`src/rtl/dv_resp_pkg.sv`:
```
// rtl/dv_resp_pkg.sv - shared types and constants for the control-stream responder
package dv_resp_pkg;

    localparam int RESP_AW = 16;
    localparam int RESP_DW = 32;

    localparam logic [RESP_DW-1:0] OOR_DATA = '1;

    localparam int REG_CTRL   = 0;
    localparam int REG_OFFSET = 1;

    typedef struct packed {
        logic [RESP_AW-1:0] addr;
        logic [RESP_DW-1:0] data;
    } resp_entry_t;

    typedef enum logic [1:0] {
        FIFO_EMPTY,
        FIFO_PARTIAL,
        FIFO_FULL
    } fifo_state_t;

endpackage

```
`src/rtl/dv_resp_fifo.sv`:
```
// rtl/dv_resp_fifo.sv - synchronous response FIFO with occupancy-derived full/empty
module dv_resp_fifo
    import dv_resp_pkg::*;
#(
    parameter int W  = 48,
    parameter int FD = 4,
    localparam int PW = $clog2(FD)
) (
    input  logic          clk,
    input  logic          nreset,
    input  logic          push,
    input  logic [W-1:0]  wdata,
    input  logic          pop,
    output logic [W-1:0]  rdata,
    output logic          full,
    output logic          empty,
    output logic [PW:0]   count
);

    logic [W-1:0]  mem [FD];
    logic [PW-1:0] wr_ptr;
    logic [PW-1:0] rd_ptr;
    logic          do_push;
    logic          do_pop;
    fifo_state_t   state;

    always_comb begin
        state = FIFO_PARTIAL;
        if (count == '0)
            state = FIFO_EMPTY;
        else if (count == (PW+1)'(FD))
            state = FIFO_FULL;
    end

    assign full    = (state == FIFO_FULL);
    assign empty   = (state == FIFO_EMPTY);
    assign do_push = push & ~full;
    assign do_pop  = pop & ~empty;
    assign rdata   = mem[rd_ptr];

    always_ff @(posedge clk or negedge nreset) begin
        if (!nreset) begin
            wr_ptr <= '0;
            rd_ptr <= '0;
            count  <= '0;
        end else begin
            if (do_push)
                wr_ptr <= wr_ptr + PW'(1);
            if (do_pop)
                rd_ptr <= rd_ptr + PW'(1);
            case ({do_push, do_pop})
                2'b10:   count <= count + (PW+1)'(1);
                2'b01:   count <= count - (PW+1)'(1);
                default: count <= count;
            endcase
        end
    end

    // Storage needs no reset: contents are only observed while count is non-zero.
    always_ff @(posedge clk) begin
        if (do_push)
            mem[wr_ptr] <= wdata;
    end

endmodule

```
`src/rtl/dv_ctrl_responder.sv`:
```
// rtl/dv_ctrl_responder.sv - register-bank responder for the harness control stream
module dv_ctrl_responder
    import dv_resp_pkg::*;
#(
    parameter int SW    = 16,
    parameter int AW    = 16,
    parameter int DW    = 32,
    parameter int NREGS = 8,
    parameter int FD    = 4
) (
    input  logic          clk,
    input  logic          nreset,
    input  logic          ctrl_ready,
    input  logic          ctrl_write,
    input  logic [AW-1:0] ctrl_addr,
    input  logic [DW-1:0] ctrl_data,
    input  logic [SW-1:0] sample_data,
    input  logic          trace_wait,
    output logic          dut_cwait,
    output logic          dut_cready,
    output logic [AW-1:0] dut_addr,
    output logic [DW-1:0] dut_data,
    output logic          dut_sready,
    output logic [SW-1:0] dut_sample,
    output logic          dut_active
);

    localparam int IW = $clog2(NREGS);
    localparam int CW = $clog2(FD) + 1;

    logic [DW-1:0]    regs [NREGS];
    logic [IW-1:0]    idx;
    logic             in_range;
    logic             accept;
    logic             reg_wr;
    logic             sen;
    logic             sen_next;
    logic [SW-1:0]    offset;
    logic [DW-1:0]    resp_data;
    logic [AW+DW-1:0] head;
    logic             fifo_full;
    logic             fifo_empty;
    logic [CW-1:0]    fifo_count;
    logic             pop;
    logic             nonempty_next;

    assign idx      = ctrl_addr[IW+1:2];
    assign in_range = (ctrl_addr[1:0] == 2'b00) && ((ctrl_addr >> (IW + 2)) == '0);
    // Backpressure comes only from the registered count, so no input-to-cwait path exists.
    assign accept   = ctrl_ready & ~fifo_full;
    assign reg_wr   = accept & ctrl_write & in_range;

    always_comb begin
        resp_data = {DW{1'b1}};
        if (in_range)
            resp_data = ctrl_write ? ctrl_data : regs[idx];
    end

    always_ff @(posedge clk or negedge nreset) begin
        if (!nreset) begin
            for (int i = 0; i < NREGS; i++)
                regs[i] <= '0;
        end else if (reg_wr) begin
            regs[idx] <= ctrl_data;
        end
    end

    assign sen    = regs[REG_CTRL][0];
    assign offset = regs[REG_OFFSET][SW-1:0];

    dv_resp_fifo #(
        .W  (AW + DW),
        .FD (FD)
    ) u_fifo (
        .clk    (clk),
        .nreset (nreset),
        .push   (accept),
        .wdata  ({ctrl_addr, resp_data}),
        .pop    (pop),
        .rdata  (head),
        .full   (fifo_full),
        .empty  (fifo_empty),
        .count  (fifo_count)
    );

    assign pop        = ~fifo_empty & ~trace_wait;
    assign dut_cready = pop;
    assign dut_cwait  = fifo_full;
    assign dut_addr   = fifo_empty ? '0 : head[AW+DW-1:DW];
    assign dut_data   = fifo_empty ? '0 : head[DW-1:0];

    assign nonempty_next = accept | (pop ? (fifo_count > CW'(1)) : ~fifo_empty);
    assign sen_next      = (reg_wr && idx == IW'(REG_CTRL)) ? ctrl_data[0] : sen;

    always_ff @(posedge clk or negedge nreset) begin
        if (!nreset) begin
            dut_sready <= 1'b0;
            dut_sample <= '0;
            dut_active <= 1'b0;
        end else begin
            dut_sready <= sen;
            if (sen)
                dut_sample <= sample_data + offset;
            dut_active <= nonempty_next | sen_next;
        end
    end

endmodule

```
`config.mk`:
```
export PLATFORM = sky130hd
export DESIGN_NAME = dv_ctrl_responder
export DESIGN_NICKNAME = d
export VERILOG_FILES = /design/src/rtl/dv_resp_pkg.sv /design/src/rtl/dv_resp_fifo.sv /design/src/rtl/dv_ctrl_responder.sv
export SDC_FILE = /design/constraint.sdc
export NUM_CORES = 1
export LEC_CHECK = 0
export ABC_CLOCK_PERIOD_IN_PS = 3170
export CAP_MARGIN = 25
export CORE_MARGIN = 5
export CORE_UTILIZATION = 60
export DETAILED_ROUTE_END_ITERATION = 8
export PLACE_DENSITY = 0.84
export SYNTH_ARGS = -nofsm -noshare
export SYNTH_HDL_FRONTEND = slang
export SYNTH_SLANG_ARGS = --single-unit
```
`constraint.sdc`:
```
create_clock -name clk -period 3.17 [get_ports clk]
set_input_delay 0.317 -clock clk [delete_from_list [all_inputs] [get_ports clk]]
set_output_delay 0.317 -clock clk [all_outputs]
set_load 0.1 [all_outputs]
```
# Word-level counts from Yosys, hierarchy flattened

Memory sizes are Yosys's and may differ from the RTL's.
Cells that the tools add are included.

Register bits after elaboration: 281
Memory bits (writable): 192
Bits of input ports: 69
Logic and storage cells: 65
Memories kept: 1

$add $sub $neg: 5
Order comparisons: 3
Eq/ne operators: 4
Multiplexer cells: 17
Bitwise gates (word level): 12
Reduce and logical (&&, ||, !) cells: 9

Memories:

| name       | words | width | read ports | clocked after memory_dff | wr ports | RTL line           | source |
|---|---|---|---|---|---|---|---|
| u_fifo.mem | 4     | 48    | 1          | 0                        | 1        | dv_resp_fifo.sv:20 | `logic [W-1:0] mem [FD];` |

Operator list:

| kind                  | count |
|---|---|
| $bwmux W256           | 1 |
| $mux W32              | 6 |
| $bmux W32 S3          | 1 |
| $demux W32 S3         | 1 |
| $add A16 B16 Y16      | 1 |
| $logic_not A16 Y1     | 1 |
| $mux W16              | 1 |
| $and A1 B1 Y1         | 6 |
| $logic_not A3 Y1      | 2 |
| $pmux W3 S2           | 1 |
| $add A2 B1 Y2 const B | 2 |
| $eq A2 B2 Y1 const B  | 2 |
| $ge A4 B4 Y1 const B  | 1 |
| $logic_not A2 Y1      | 2 |
| $lt A4 B1 Y1 const B  | 1 |
| $mux W1               | 4 |
| $mux W2               | 2 |
| $not A3 Y4            | 1 |
| $add A3 B1 Y3 const B | 1 |
| $eq A3 B3 Y1 const B  | 1 |
| $gt A3 B1 Y1 const B  | 1 |
| $logic_and A1 B1 Y1   | 3 |
| $not A1 Y1            | 3 |
| $sub A3 B1 Y3 const B | 1 |
| 3 further kinds       | 4 |

# Depth between registers and ports, before layout

Gate-level depths: netlist of run 1.

Word-level depth: 11
Depth in mapped cells: 10

# Cells and area by module

A second synthesis of run 1 with hierarchy kept.

Cell total of the unflattened synthesis: 1327
Area, all modules: 20978.9 um2

By module, submodules not included:

| module            | instances | cells an instance | area an instance (um2) | sequential area each (um2) |
|---|---|---|---|---|
| dv_ctrl_responder | 1         | 1039              | 13571.8                | 6856.6 |
| dv_resp_fifo      | 1         | 288               | 7407.1                 | 5940.7 |

# Worst setup path after synthesis of run 1

OpenSTA, ideal clock, no wires.

Path kind: reg-to-output
Start point: register u_fifo.rd_ptr[1]
End point: output port dut_data[10]
Arrival: 2.501 ns
Required time: 2.853 ns
Slack: 0.352 ns
Cell stages (with the launch flop): 5
Buffers on the path: 2
Path through: dfrtp_1 buf_1 buf_2 mux4_2 nor2b_1

Word-level cells in the longest chain between the ends: 2

Ends and longest elaborated chain:

| item                     | RTL line                | source |
|---|---|---|
| start: declaration       | dv_resp_fifo.sv:22      | `logic [PW-1:0] rd_ptr;` |
| start signal: assignment | dv_resp_fifo.sv:50      | `rd_ptr <= rd_ptr + PW'(1);` |
| $mem_v2 Z4 W48           | -                       |  |
| $mux W32                 | dv_ctrl_responder.sv:90 | `assign dut_data = fifo_empty ? '0 : head[DW-1:0];` |
| end: declaration         | dv_ctrl_responder.sv:22 | `output logic [DW-1:0] dut_data,` |

No other way between the ends.

# Final worst setup path of run 1

Start point: register u_fifo.rd_ptr[0]
End point: output port dut_data[27]

Same word-level chain as after synthesis.

==> results of run 1 <==
-- worst reg2reg max path, cell delays in order, from the launching register on --
cell	delay (ns)
dfrtp_1	0.42
inv_1	0.10
ha_1	0.24
nand2_2	0.12
and2_4	0.19
inv_4	0.06
nor4_4	0.47
and2_2	0.40
buf_4	0.28
mux2_4	0.32
-- cells in the mapped netlist, drive strengths merged, types with 7 or more instances --
cell type  count  area share [%]
inv            8            0.15
nor2b         56             1.6
mux4          80             8.3
a31oi         10            0.29
o21ai         27            0.62
buf           60             2.6
xnor2         11            0.44
a22oi          9            0.31
mux2i         41             1.9
o211ai         8            0.28
a221oi         9            0.36
clkbuf        28            0.48
and2          10            0.30
edfxtp       192              26
nor3          12            0.32
and3           7            0.20
nor2          53            0.91
a21oi         43            0.99
ha            24             1.4
nand2         44            0.77
dfrtp        281              32
mux2         278              16
-- cell type report --
type | count | area (um^2) | share of cell area, %
well taps | 461 | 577 | 2.31
inverters | 8 | 32.5 | 0.130
clock buffers | 64 | 1300 | 5.20
diodes | 2 | 5.00 | 0.0200
multi-input cells | 790 | 8290 | 33.2
repair buffers | 182 | 1800 | 7.20
flip-flops and latches | 473 | 12800 | 51.2
clock inverters | 19 | 184 | 0.736
-- logic make-up after synthesis --
kind of cell | Yosys count
AO/OA/AOI/OAI | 146
XOR/XNOR | 15
adder cells (fa/ha/maj) | 25
buffers and inverters | 96
flip-flops | 473
multiplexers | 399
AND/OR/NAND/NOR | 205
-- flip-flops by register name (all words and copies together) (netlist names) --
register / cells
dut_active: 1
dut_sample: 16
dut_sready: 1
offset: 16
regs: 240
u_fifo.count: 3
u_fifo.mem: 192
u_fifo.rd_ptr: 2
u_fifo.wr_ptr: 2
-- worst paths after layout --
path	from	slack (ns)	endpoint	cells after the start
max	u_fifo.rd_ptr[0]	0.19	dut_data[27]	4
min	ctrl_addr[2]	0.21	u_fifo.mem[0][34]	1
max reg2reg	u_fifo.count[0]	0.45	regs[247]	9
min reg2reg	regs[82]	0.48	regs[82]	1
max in group asynchronous	nreset	1.93	offset[9]	3
min in group asynchronous	nreset	0.39	regs[95]	2
-- power groups by stage --
stage	Clock [mW]	Combinational (mW)	Sequential (mW)
final	5.35	7.28	7.23
after global routing	5.71	7.56	7.29
after CTS	5.46	7.36	7.25
after detailed placement	0	7.34	7.36
after global placement	0	7.29	7.31
after floorplan	0	5.60	7.23
-- repair_timing --
item / 4_1_cts / 5_1_grt
hold endpoints to repair: 97 / 0
endpoints found under the setup margin: 0 / 0
hold buffers: 1 / 0
-- metrics by stage --
step                      instance area (um^2)  instances
final                                    25000       1999
after global routing                     25000       1999
after CTS                                25000       1997
after floorplan                          21800       1359
after detailed placement                 23500       1913
after global placement                   23500       1913
-- per-layer routing --
layer / up-vias / track usage (%)
met5: - / 0
met3: 104 / 4.77
met2: 471 / 38.3
li1: 5436 / -
met1: 6411 / 34.2
met4: 4 / 8.21
==> impl_results.md, run 1 <==
* Status: finished clean
* Routability cong. at 0.853
* Adder-Cell Fraction of Synth Area at 1.47%
* Crit end category: output port
* Residual DRC at 0
* Most frequent cells in the layout: dfrtp_1 (279), edfxtp_1 (192), mux2_4 (119), mux2_2 (118), clkdlybuf4s50_1 (81)
* Hold Slack at 0.205 ns
* Grt total ovfl at 0
* Simple-gate share of the synthesized area at under 10%
* Port Buffers at roughly 140
* Synth unique cells at 66
* Worst vdd ir at 0.000670 V
* Critical path class: reg -> out
* Switching Share at 40.0%
* Worst Hold Class: in -> reg
* Slew HR at 32.1%
* Critical-path top delay cell: dfrtp_4
* Number of routed nets with antenna violations at 0
* Worst path top cell family by delay: flip-flops
* Detailed placement HPWL at slightly above 30000 um
* Synth Register Bits at 473
* Max-Cap Viols at 0
* Worst skew pair latency at 0.58 ns
* Int Power at ~12 mW
* Crit-path cells: buf_4, mux4_2, nor2b_1, buf_4
* Drt initial violations at 948
* Compound-Gate Fraction of Synth Area at 4.41%
* Final hold vios at 0
* Row cnt at 69
* Tmin final at between 2 and 3 ns
* Final setup viols at 0
* Routed wl met2 at 23100 um
* Core Area at about 0.036 mm^2
* Sequential share of the synthesized area at 58.8%
* Asr flop ratio synth at roughly 60%
* Slew Limit Fails at 0
* Layout Skew at ~0.019 ns
* Worst path required time at 2.85 ns
* Initial Utilization at just over 60%
* Worst Path Buf+Inv at 2
* RSZ-0062 raised after global routing: false
* Total chip power at approximately 20 mW
* Share of layout cells above drive strength 1 at 33.0%
* Max layer used: met5
* Die area at roughly 0.040 mm^2
* H-tree depth at 2
* Clock buffer depth at 3
* Gr usage total at 24.2%
* Clock sink total at 473
* Routed length on met1 at 20800 um
* DR vias at 12426
* Die Ht at around 200 um
* Comb power frac at between 30% and 40%
* Reg power frac at a little over a third
* Worst-path clk slew at ~0.060 ns
* Slack of the critical path at roughly 0.19 ns
* Drt total wl at roughly 49000 um
* Largest family of logic cells by synthesized area: multiplexers
* First-pass iteration count of the detailed router at 5
* I/O Pins at 137
* Post-CTS Setup Inserts at 0
* Switching pwr at 7.95 mW
* Synthesized instance count at between 1000 and 1500
* Met3 WL post-DR at ~3500 um
* Pre-CTS worst setup slack at 0.204 ns
* Maximum clock rate at approximately 340 MHz
* Worst-Margin Slew at about 1.0 ns
* Synth Area in XOR/XNOR at 0.603%
* Post-synth net total at 1453
* Crit path DAT at between 2 and 3 ns
* Post-synthesis mux area share at between 20% and 30%
* CTS buffer count at 47
* Clock power frac at 26.9%
* First-pass GRT wire length at 77300 um
* Fillers at 2285
* CP Launch Type: flip-flop
* P per Cell Area at 795 mW/mm^2
* Commonest non-fill, non-tap cell in the layout: dfrtp_1
* Post-synth EDFFs at between 150 and 200
* CP max stage delay at a little under 0.8 ns
* Leak at 10.5 nW
* Vias in the first global route at 13363
* WL per Instance at 24.4 um
* Crit-path max FO at 28
* Total Nets Final at 1596
* Clock root cell: clkbuf_16
* Finished Core Util at between 70% and 80%
* Area growth, synth to finish at 14.8%
* Setup_tns at 0 ns
* Gates resized, CTS repair at 0
* Largest net degree at the start of global routing at 101
* Mapped cell area at about 0.022 mm^2
* Synth warnings at 0
* Initial antenna violation count at 4
* CTS tree: yes
* Top FF cell, synth: dfrtp_1
* Vias/cell at 6.22
* Mean Syn Cell Area at 16.0 um^2
* Period utilisation layout at 94.1%
* Cell repeated most along the worst path: buf_4
* Die Wd at 200 um
Power figures use the tool's default switching activity.
==> run 2, diff against run 1 <==
- CTS_CLUSTER_SIZE: unset -> 30
==> results of run 2 <==
No change in the layout: final DEF, timing and power equal those of run 1.
